### src/rtl/wb_pkg.sv
// Shared opcode constants, entry classes and the retirement decode for the write-back stage.
package wb_pkg;

  localparam int unsigned OP_W = 6;

  localparam logic [OP_W-1:0] OP_RTYPE = 6'b000000;
  localparam logic [OP_W-1:0] OP_ADDI  = 6'b001000;
  localparam logic [OP_W-1:0] OP_LW    = 6'b100011;
  localparam logic [OP_W-1:0] OP_LH    = 6'b100001;
  localparam logic [OP_W-1:0] OP_BEQ   = 6'b000100;
  localparam logic [OP_W-1:0] OP_BNE   = 6'b000101;
  localparam logic [OP_W-1:0] OP_J     = 6'b000010;
  localparam logic [OP_W-1:0] OP_JAL   = 6'b000011;
  localparam logic [OP_W-1:0] OP_SW    = 6'b101011;

  typedef enum logic [2:0] {
    CLS_WRITE,
    CLS_BRANCH,
    CLS_JUMP,
    CLS_LINK,
    CLS_NONE,
    CLS_ILLEGAL
  } cls_e;

  typedef struct packed {
    logic we;
    logic redirect;
    logic link;
    logic illegal;
  } dec_t;

  function automatic cls_e op_class(input logic [OP_W-1:0] op);
    cls_e c;
    case (op)
      OP_RTYPE, OP_ADDI, OP_LW, OP_LH: c = CLS_WRITE;
      OP_BEQ, OP_BNE:                  c = CLS_BRANCH;
      OP_J:                            c = CLS_JUMP;
      OP_JAL:                          c = CLS_LINK;
      OP_SW:                           c = CLS_NONE;
      default:                         c = CLS_ILLEGAL;
    endcase
    return c;
  endfunction

  // Branch direction is resolved here from the stored compare result.
  function automatic dec_t decode(input logic [OP_W-1:0] op, input logic cond);
    dec_t d;
    d = '0;
    case (op_class(op))
      CLS_WRITE:   d.we = 1'b1;
      CLS_BRANCH:  d.redirect = (op == OP_BEQ) ? cond : !cond;
      CLS_JUMP:    d.redirect = 1'b1;
      CLS_LINK: begin
        d.we       = 1'b1;
        d.redirect = 1'b1;
        d.link     = 1'b1;
      end
      CLS_ILLEGAL: d.illegal = 1'b1;
      default:     d = '0;
    endcase
    return d;
  endfunction

endpackage

### src/rtl/wb_queue_if.sv
// Producer-side enqueue bus plus the retirement outputs of the write-back queue.
interface wb_queue_if #(
  parameter int unsigned XLEN  = 32,
  parameter int unsigned RA_W  = 5,
  parameter int unsigned DEPTH = 4
);
  import wb_pkg::*;

  localparam int unsigned CNT_W = $clog2(DEPTH) + 1;

  logic            in_valid;
  logic            in_ready;
  logic [OP_W-1:0] in_op;
  logic            in_cond;
  logic [RA_W-1:0] in_rd;
  logic [XLEN-1:0] in_data;
  logic [XLEN-1:0] in_target;
  logic            stall;
  logic            reg_we;
  logic [RA_W-1:0] reg_waddr;
  logic [XLEN-1:0] reg_wdata;
  logic            pc_update;
  logic [XLEN-1:0] pc_new;
  logic            illegal;
  logic [CNT_W-1:0] count;

  modport master (
    output in_valid, in_op, in_cond, in_rd, in_data, in_target, stall,
    input  in_ready, reg_we, reg_waddr, reg_wdata, pc_update, pc_new, illegal, count
  );

  modport slave (
    input  in_valid, in_op, in_cond, in_rd, in_data, in_target, stall,
    output in_ready, reg_we, reg_waddr, reg_wdata, pc_update, pc_new, illegal, count
  );

endinterface

### src/rtl/wb_fifo.sv
// Opcode-agnostic in-order storage with push, pop, flush and occupancy count.
module wb_fifo #(
  parameter int unsigned DEPTH = 4,
  parameter int unsigned WIDTH = 8
) (
  input  logic                       clk,
  input  logic                       rst,
  input  logic                       push,
  input  logic                       pop,
  input  logic                       flush,
  input  logic [WIDTH-1:0]           wdata,
  output logic [WIDTH-1:0]           rdata,
  output logic [$clog2(DEPTH):0]     count,
  output logic                       full,
  output logic                       empty
);

  localparam int unsigned PTR_W = $clog2(DEPTH);
  localparam int unsigned CNT_W = PTR_W + 1;

  logic [WIDTH-1:0] mem [DEPTH];
  logic [PTR_W-1:0] wr_ptr;
  logic [PTR_W-1:0] rd_ptr;
  logic             push_ok;
  logic             pop_ok;

  assign full    = (count == CNT_W'(DEPTH));
  assign empty   = (count == '0);
  assign push_ok = push && !full && !flush;
  assign pop_ok  = pop && !empty;
  assign rdata   = mem[rd_ptr];

  // Pointers wrap naturally; occupancy alone decides full/empty.
  always_ff @(posedge clk or posedge rst) begin
    if (rst) begin
      wr_ptr <= '0;
      rd_ptr <= '0;
      count  <= '0;
    end else if (flush) begin
      wr_ptr <= '0;
      rd_ptr <= '0;
      count  <= '0;
    end else begin
      if (push_ok) wr_ptr <= wr_ptr + PTR_W'(1);
      if (pop_ok)  rd_ptr <= rd_ptr + PTR_W'(1);
      count <= count + CNT_W'(push_ok) - CNT_W'(pop_ok);
    end
  end

  always_ff @(posedge clk) begin
    if (push_ok) mem[wr_ptr] <= wdata;
  end

endmodule

### src/rtl/wb_queue.sv
// Write-back stage: buffers completed results and retires one per cycle to the RF / PC.
module wb_queue
  import wb_pkg::*;
#(
  parameter int unsigned XLEN     = 32,
  parameter int unsigned RA_W     = 5,
  parameter int unsigned DEPTH    = 4,
  parameter int unsigned LINK_REG = 31
) (
  input  logic   clk,
  input  logic   rst,
  wb_queue_if.slave bus
);

  localparam int unsigned CNT_W   = $clog2(DEPTH) + 1;
  localparam int unsigned ENTRY_W = OP_W + 1 + RA_W + 2 * XLEN;

  logic [ENTRY_W-1:0] wr_entry;
  logic [ENTRY_W-1:0] head;
  logic [CNT_W-1:0]   occ;
  logic               full;
  logic               empty;
  logic               push;
  logic               retire;
  logic               flush;

  logic [OP_W-1:0]    h_op;
  logic               h_cond;
  logic [RA_W-1:0]    h_rd;
  logic [XLEN-1:0]    h_data;
  logic [XLEN-1:0]    h_target;
  dec_t               dec;
  logic [RA_W-1:0]    dest;

  assign wr_entry = {bus.in_op, bus.in_cond, bus.in_rd, bus.in_data, bus.in_target};
  assign {h_op, h_cond, h_rd, h_data, h_target} = head;

  assign bus.in_ready = !full;
  assign bus.count    = occ;
  assign push         = bus.in_valid && !full;
  assign retire       = !empty && !bus.stall;
  assign dec          = decode(h_op, h_cond);
  assign dest         = dec.link ? RA_W'(LINK_REG) : h_rd;
  // A taken redirect drops the head's younger entries and any same-cycle enqueue.
  assign flush        = retire && dec.redirect;

  wb_fifo #(
    .DEPTH (DEPTH),
    .WIDTH (ENTRY_W)
  ) u_fifo (
    .clk   (clk),
    .rst   (rst),
    .push  (push),
    .pop   (retire),
    .flush (flush),
    .wdata (wr_entry),
    .rdata (head),
    .count (occ),
    .full  (full),
    .empty (empty)
  );

  // Registered retirement outputs; strobes pulse for exactly one cycle.
  always_ff @(posedge clk or posedge rst) begin
    if (rst) begin
      bus.reg_we    <= 1'b0;
      bus.reg_waddr <= '0;
      bus.reg_wdata <= '0;
      bus.pc_update <= 1'b0;
      bus.pc_new    <= '0;
      bus.illegal   <= 1'b0;
    end else begin
      bus.reg_we    <= 1'b0;
      bus.pc_update <= 1'b0;
      bus.illegal   <= 1'b0;
      if (retire) begin
        bus.reg_we    <= dec.we && (dest != '0);
        bus.reg_waddr <= dest;
        bus.reg_wdata <= h_data;
        bus.pc_update <= dec.redirect;
        bus.pc_new    <= h_target;
        bus.illegal   <= dec.illegal;
      end
    end
  end

endmodule

### src/flat_wrapper.sv
// flat-port wrapper written by rule: the top's interface ports become plain ports
module wb_queue_flat import wb_pkg::*;
#(
  parameter int unsigned XLEN     = 32,
  parameter int unsigned RA_W     = 5,
  parameter int unsigned DEPTH    = 4,
  parameter int unsigned LINK_REG = 31
)
  (clk, rst, bus_in_valid, bus_in_op, bus_in_cond, bus_in_rd, bus_in_data, bus_in_target, bus_stall, bus_in_ready, bus_reg_we, bus_reg_waddr, bus_reg_wdata, bus_pc_update, bus_pc_new, bus_illegal, bus_count);
  wb_queue_if #(.XLEN(XLEN), .RA_W(RA_W), .DEPTH(DEPTH)) bus_i ();
  input  logic clk;
  input  logic rst;
  input wire logic [$bits(bus_i.in_valid)-1:0] bus_in_valid;
  input wire logic [$bits(bus_i.in_op)-1:0] bus_in_op;
  input wire logic [$bits(bus_i.in_cond)-1:0] bus_in_cond;
  input wire logic [$bits(bus_i.in_rd)-1:0] bus_in_rd;
  input wire logic [$bits(bus_i.in_data)-1:0] bus_in_data;
  input wire logic [$bits(bus_i.in_target)-1:0] bus_in_target;
  input wire logic [$bits(bus_i.stall)-1:0] bus_stall;
  output wire logic [$bits(bus_i.in_ready)-1:0] bus_in_ready;
  output wire logic [$bits(bus_i.reg_we)-1:0] bus_reg_we;
  output wire logic [$bits(bus_i.reg_waddr)-1:0] bus_reg_waddr;
  output wire logic [$bits(bus_i.reg_wdata)-1:0] bus_reg_wdata;
  output wire logic [$bits(bus_i.pc_update)-1:0] bus_pc_update;
  output wire logic [$bits(bus_i.pc_new)-1:0] bus_pc_new;
  output wire logic [$bits(bus_i.illegal)-1:0] bus_illegal;
  output wire logic [$bits(bus_i.count)-1:0] bus_count;
  assign bus_i.in_valid = bus_in_valid;
  assign bus_i.in_op = bus_in_op;
  assign bus_i.in_cond = bus_in_cond;
  assign bus_i.in_rd = bus_in_rd;
  assign bus_i.in_data = bus_in_data;
  assign bus_i.in_target = bus_in_target;
  assign bus_i.stall = bus_stall;
  assign bus_in_ready = bus_i.in_ready;
  assign bus_reg_we = bus_i.reg_we;
  assign bus_reg_waddr = bus_i.reg_waddr;
  assign bus_reg_wdata = bus_i.reg_wdata;
  assign bus_pc_update = bus_i.pc_update;
  assign bus_pc_new = bus_i.pc_new;
  assign bus_illegal = bus_i.illegal;
  assign bus_count = bus_i.count;
  wb_queue #(.XLEN(XLEN), .RA_W(RA_W), .DEPTH(DEPTH), .LINK_REG(LINK_REG)) u_core (.clk(clk), .rst(rst), .bus(bus_i));
endmodule
### config.mk
export PLATFORM = sky130hd
export DESIGN_NAME = wb_queue_flat
export DESIGN_NICKNAME = d
export VERILOG_FILES = /design/src/rtl/wb_pkg.sv /design/src/rtl/wb_queue_if.sv /design/src/rtl/wb_fifo.sv /design/src/rtl/wb_queue.sv /design/src/flat_wrapper.sv
export SDC_FILE = /design/constraint.sdc
export NUM_CORES = 1
export LEC_CHECK = 0
export BUFFER_PORTS_ARGS = -buffer_cell sky130_fd_sc_hd__buf_2
export CAP_MARGIN = 20
export CORE_MARGIN = 5
export CORE_UTILIZATION = 55
export CTS_CLUSTER_DIAMETER = 30
export DETAILED_ROUTE_END_ITERATION = 10
export HOLD_SLACK_MARGIN = 0.1
export PLACE_DENSITY = 0.84
export SLEW_MARGIN = 20
export SYNTH_ARGS = -nofsm -noshare
export SYNTH_HDL_FRONTEND = slang
export SYNTH_SLANG_ARGS = --single-unit
### constraint.sdc
create_clock -name clk -period 7.25 [get_ports clk]
set_input_delay 1.45 -clock clk [delete_from_list [all_inputs] [get_ports clk]]
set_output_delay 1.45 -clock clk [all_outputs]
set_load 0.1 [all_outputs]
### Word level (Yosys, flattened, before mapping)

Memories as Yosys holds them, arrays and structs flattened.
Cells that the tools add are included.

| word-level totals | value |
|---|---|
| register bits | 79 |
| latch bits | 0 |
| memory bits (writable) | 304 |
| bits in read-only memories | 0 |
| logic and storage cells | 66 |
| memories kept | 1 |

Memories:

| memory | words | width | read ports | clocked after memory_dff | wr ports | line | text |
|---|---|---|---|---|---|---|---|
| u_core.u_fifo.mem | 4 | 76 | 1 | 0 | 1 | wb_fifo.sv:21 | `logic [WIDTH-1:0] mem [DEPTH];` |

| cells by class | value |
|---|---|
| $add $sub $neg | 4 |
| multiply operators | 0 |
| div/mod/pow operators | 0 |
| order comparisons | 0 |
| equality and inequality tests | 13 |
| shift-type cells | 0 |
| muxes and demuxes | 17 |
| bitwise operators | 0 |
| reductions and logical operators | 22 |

Operators with widths:

| kind | count |
|---|---|
| == test 6 bit, second input constant | 3 |
| one-hot mux 3 bit (5 select lines) | 1 |
| == test 6 x 2 -> 1 bit, second input constant | 2 |
| == test 6 x 3 -> 1 bit, second input constant | 2 |
| two-way mux 1 bit | 9 |
| two-way mux 2 bit | 4 |
| logical AND 1 bit | 7 |
| == test 3 x 2 -> 1 bit, second input constant | 2 |
| == test 3 bit, second input constant | 2 |
| == test 6 x 4 -> 1 bit, second input constant | 1 |
| zero test 3 bit | 2 |
| zero test 6 bit | 1 |
| OR reduction 2 bit | 3 |
| zero test 1 bit | 5 |
| two-way mux 5 bit | 1 |
| nonzero test 5 bit | 1 |
| adder 2 x 1 -> 2 bit, second input constant | 2 |
| nonzero test 2 bit | 2 |
| OR reduction 4 bit | 1 |
| adder 3 x 1 -> 3 bit | 1 |
| == test 3 x 1 -> 1 bit, second input constant | 1 |
| two-way mux 3 bit | 1 |
| subtractor 3 x 1 -> 3 bit | 1 |
| one-hot mux 1 bit (2 select lines) | 1 |

### Logic depth before layout (Yosys ltp)

An unclocked memory read counts as a cell.

| logic depth | value |
|---|---|
| word-level depth | 13 |
| depth in mapped cells | 15 |

### Hierarchy

Synthesis repeated with hierarchy kept, for this count alone.

| unflattened totals | value |
|---|---|
| cell total of the unflattened synthesis | 638 |
| area, all modules | 14,298.7 um2 |

Modules (own cells, without submodules):

| module | instances | cells an instance | area an instance (um2) | sequential area each (um2) |
|---|---|---|---|---|
| wb_fifo | 1 | 448 | 11,433.5 | 9,303.9 |
| wb_queue | 1 | 190 | 2,865.2 | 1,801.7 |

### Worst setup path before layout

OpenSTA, ideal clock, no wires.

| path | value |
|---|---|
| path type | register to register |
| start point | register u_core.u_fifo.rd_ptr[0] |
| end point | memory u_core.u_fifo.mem[0][0] (netlist bit), enable pin |
| library setup time | 0.496 ns |
| arrival time | 5.348 ns |
| data required time | 6.754 ns |
| setup slack | 1.405 ns |
| stages on the path, launching flop included | 9 |
| path buffers | 2 |
| clock period less this slack | 5.845 ns |
| path through | dfrtp_1 buf_6 mux4_2 or4b_4 or4_4 o211ai_2 a211oi_2 buf_6 nor3b_2 |

| on the way | value |
|---|---|
| cells in the longest elaborated chain, start to end | 12 |

RTL lines:

| what | line | text |
|---|---|---|
| from (decl) | wb_fifo.sv:23 | `logic [PTR_W-1:0] rd_ptr;` |
| from (signal assigned) | wb_fifo.sv:45 | `if (pop_ok) rd_ptr <= rd_ptr + PTR_W'(1);` |
| memory read (4 x 76 bit) * | -- |  |
| == test 6 x 4 -> 1 bit (tied with other cells) | wb_pkg.sv:34 | `case (op)` |
| OR reduction 4 bit / OR reduction 2 bit (equally long branches) | wb_pkg.sv:34 |  |
| one-hot mux 3 bit (5 select lines) | wb_pkg.sv:34 |  |
| == test 3 x 2 -> 1 bit | wb_pkg.sv:49 | `case (op_class(op))` |
| OR reduction 2 bit (no source line) | -- |  |
| one-hot mux 1 bit (2 select lines) * | wb_pkg.sv:49 |  |
| logical AND 1 bit * | wb_queue.sv:45 | `assign flush = retire && dec.redirect;` |
| net u_core.flush | wb_queue.sv:25 | `logic flush;` |
| zero test 1 bit * | wb_fifo.sv:29 | `assign push_ok = push && !full && !flush;` |
| logical AND 1 bit * | wb_fifo.sv:29 |  |
| two-way mux 1 bit * | wb_fifo.sv:51 | `if (push_ok) mem[wr_ptr] <= wdata;` |
| two-way mux 1 bit (not written as such) * | wb_fifo.sv:51 |  |
| to (decl) | wb_fifo.sv:21 |  |

Mark *: on every way through the listed nets, which the timed path passes. The rest lies on a longest branch.

### Worst setup path in the final report

| path | value |
|---|---|
| start point | register u_core.u_fifo.rd_ptr[0] |
| end point | register u_core.u_fifo.count[2] |

| on the way | value |
|---|---|
| cells in the longest elaborated chain, start to end | 13 |

RTL lines:

| what | line | text |
|---|---|---|
| memory read (4 x 76 bit) * | -- |  |
| == test 6 x 4 -> 1 bit (tied with other cells) | wb_pkg.sv:34 |  |
| OR reduction 4 bit / OR reduction 2 bit (equally long branches) | wb_pkg.sv:34 |  |
| one-hot mux 3 bit (5 select lines) | wb_pkg.sv:34 |  |
| == test 3 x 2 -> 1 bit | wb_pkg.sv:49 |  |
| OR reduction 2 bit (no source line) | -- |  |
| one-hot mux 1 bit (2 select lines) * | wb_pkg.sv:49 |  |
| logical AND 1 bit * | wb_queue.sv:45 |  |
| zero test 1 bit | wb_fifo.sv:29 |  |
| logical AND 1 bit | wb_fifo.sv:29 |  |
| adder 3 x 1 -> 3 bit | wb_fifo.sv:46 | `count <= count + CNT_W'(push_ok) - CNT_W'(pop_ok);` |
| subtractor 3 x 1 -> 3 bit | wb_fifo.sv:46 |  |
| two-way mux 3 bit * | wb_fifo.sv:39 | `end else if (flush) begin` |
| to (signal assigned) | wb_fifo.sv:46 |  |
| to (decl) | wb_fifo.sv:13 | `output logic [$clog2(DEPTH):0] count,` |

Every way passes the cells marked *; elsewhere a longest branch is shown, timed or not.
A chain may end at the register's enable or synchronous reset.

==> results by group <==
Cells and area
  – Fraction of layout cells with a size suffix above 1: 36.9%
  – Area Growth Syn to Fin: 23.3%
  – Post-layout nets: ~1,000

Clock network
  – Hold_buf cts: 0
  – CTS tree: yes
  – Htree depth: 2
  – Post-CTS resize count: 0
  – Worst-skew pair later-pin latency: 560 ps
  – CTS clk-pin slew, worst paths: 60 ps
  – Total CTS buffers: 60
  – CTS Buffer Depth: 3
  – Clock sink count: approximately 380
  – Post-CTS Setup Bufs: 0
  – Root buf cell: clkbuf_16

STA
  – Final hold vios: 0
  – Fin Clk Skew: 21.8 ps
  – Tcrit/Tclk final: a little over two thirds
  – Max transition margin: 40.0%
  – TNS Setup: 0 ps
  – Tightest Pin Transition: 900 ps
  – Final setup viols: 0
  – Max Slew Vio Count: 0
  – Fmax: 0.198 GHz
  – Final min period: 5050 ps
  – RSZ-0062 raised after global routing: false

Place
  – HPWL Detailed: 16.9 mm
  – RePlAce Congestion: 0.735
  – Port Buffers: 155

Floorplanning
  – Chip width: 171 microns
  – Area of the core: 0.0253 sq mm
  – DIE HEIGHT: 171 microns
  – Die Area: approximately 0.029 sq mm
  – # rows: 58
  – Ports: 156
  – Starting Density: 56.2%

Drt
  – Antenna viol nets, final: 0
  – First-pass DRT Iterations: 5
  – WL/cell: roughly 22 microns
  – Via Count: 7,495
  – Final wirelength: 30.0 mm
  – Starting DRC count in detailed routing: 607
  – # DRC: 0
  – Via-to-Cell Ratio: 5.62

Global route
  – Total gr overflow: 0
  – First-pass GRT wire length: 45.7 mm
  – Gr usage total: between 20% and 30%
  – Largest net degree at the start of global routing: 78
  – Antenna violations before repair: 5
  – Vias in the first global route: 8,018

Yosys
  – Post-synth EDFFs: 304
  – Primary FF master, synth: edfxtp_1
  – Register bit total from synthesis: 383
  – Syn_nets: 839
  – Synth Cell Area: around 0.014 sq mm
  – Synth warn: 0
  – Mean post-synth cell area: 18.9 sq um
  – Yosys cell types: 34
  – Sequential share of the synthesized area: ~78%
  – Cells after Synth: 752
  – Asr flop ratio synth: between 20% and 30%

Critical path
  – Flop-to-flop setup slack: 2200 ps
  – CP Capture Type: flop
  – Crit Path Class: reg -> reg
  – Required time worst endpoint: 7690 ps
  – Crit start category: flop
  – Worst-path maximum fanout: 43
  – Crit path arrival time: around 5500 ps

Outcome
  – Status: finished clean

Flow run
  – # Max-Cap Violations: 0

Min path
  – Hold WC Path Type: reg -> reg
layout make-up:
cell class	instances	area (sq um)
clock buffers	72	1680
multi-input cells	329	2940
fillers	1564	7770
diodes	2	5.00
inverters	7	28.8
repair buffers	168	893
clock inverters	42	414
flip-flops and latches	383	11100
well taps	330	413
routing by layer:
layer | part of all wire (%) | track usage, % | vias up
met2 | 52 | 35.8 | 339
li1 | - | - | 3283
met5 | 0.15 | 0 | -
met4 | 2.0 | 5.38 | 8
met3 | 7.9 | 4.78 | 56
met1 | 38 | 27.2 | 3809
state kept, by name (all words and copies together), names as in the netlist:
name and cells:
u_core.u_fifo.rd_ptr 2, u_core.u_fifo.wr_ptr 2, u_core.bus.reg_we 1, u_core.bus.illegal 1, u_core.bus.reg_wdata 32, u_core.u_fifo.mem 304
u_core.bus.reg_waddr 5, u_core.bus.pc_update 1, u_core.bus.pc_new 32, u_core.u_fifo.count 3
layout by cell type (no fill, tap or decap), drive strengths merged, types with 2 or more instances in the layout:
cell and count:
a31oi 2, clkinvlp 6, nor2 6, or2 4
edfxtp 304, o22a 6, xnor2 2, ha 6
diode 2, xor2 2, clkinv 14, or4 2
a211oi 2, dfrtp 79, nor3b 4, nor3 4
mux4 76, o31ai 2, nand2 199, nor2b 2
buf 168, inv 25, clkbuf 72, a21oi 3
bufinv 4
cells in the mapped netlist, drive strengths merged, types with 3 or more instances:
cell | count | area share [%]
inv | 7 | 0.19
a21oi | 3 | 0.11
edfxtp | 304 | 64
nor2 | 6 | 0.16
clkbuf | 14 | 0.37
o22a | 6 | 0.37
or2 | 4 | 0.18
mux4 | 76 | 12
nor3 | 4 | 0.14
nand2 | 199 | 5.3
ha | 6 | 0.53
nor3b | 4 | 0.35
dfrtp | 79 | 14
buf | 19 | 0.63
path summary, 6_finish.rpt:
path	from	end	depth (start not counted)
worst max-delay path	u_core.u_fifo.rd_ptr[0]	u_core.u_fifo.count[2]	16
worst min-delay path	u_core.bus.pc_new[11]	u_core.bus.pc_new[11]	2
worst max register to register	u_core.u_fifo.rd_ptr[0]	u_core.u_fifo.count[2]	16
worst min register to register	u_core.bus.pc_new[11]	u_core.bus.pc_new[11]	2
max in group asynchronous	rst	u_core.u_fifo.rd_ptr[1]	3
min in group asynchronous	rst	u_core.bus.pc_new[9]	2
cell families (layout without fill, tap and decap cells):
logic type,Yosys count,after routing,share of synthesized area (%)
flip-flops,383,383,78.3
AND/OR/NAND/NOR,223,223,6.45
multiplexers,76,76,12.1
buffers and inverters,40,289,1.18
AO/OA/AOI/OAI,19,19,1.08
adder cells (fa/ha/maj),7,7,0.670
XOR/XNOR,4,4,0.247
other,0,2,0
worst max-delay path, cell delays in order, from the launching register on:
cell	delay (ps)
dfrtp_4	900
buf_4	780
mux4_2	650
or2_2	380
nor3_1	230
nand2_1	150
a211oi_2	200
buf_4	270
or2_1	140
ha_1	220
inv_1	60
ha_1	140
inv_1	60
fa_1	400
xor2_1	160
xnor2_1	130
nor2_1	50
stage by stage:
step	setup slack [ps]	util [%]	area (sq um)	cells	hold WS, ps
3_5_place_dp	2120	60.8	15400	1216	458
3_3_place_gp	2240	60.8	15400	1216	455
6_report	2200	69.2	17500	1333	469
2_1_floorplan	1410	-	14200	752	541
4_1_cts	2080	69.1	17500	1330	472
5_1_grt	1690	69.2	17500	1332	490
Power is left out: the tool's default activity adds up to more than one toggle a clock period on the data nets, which glitch-free logic cannot reach.
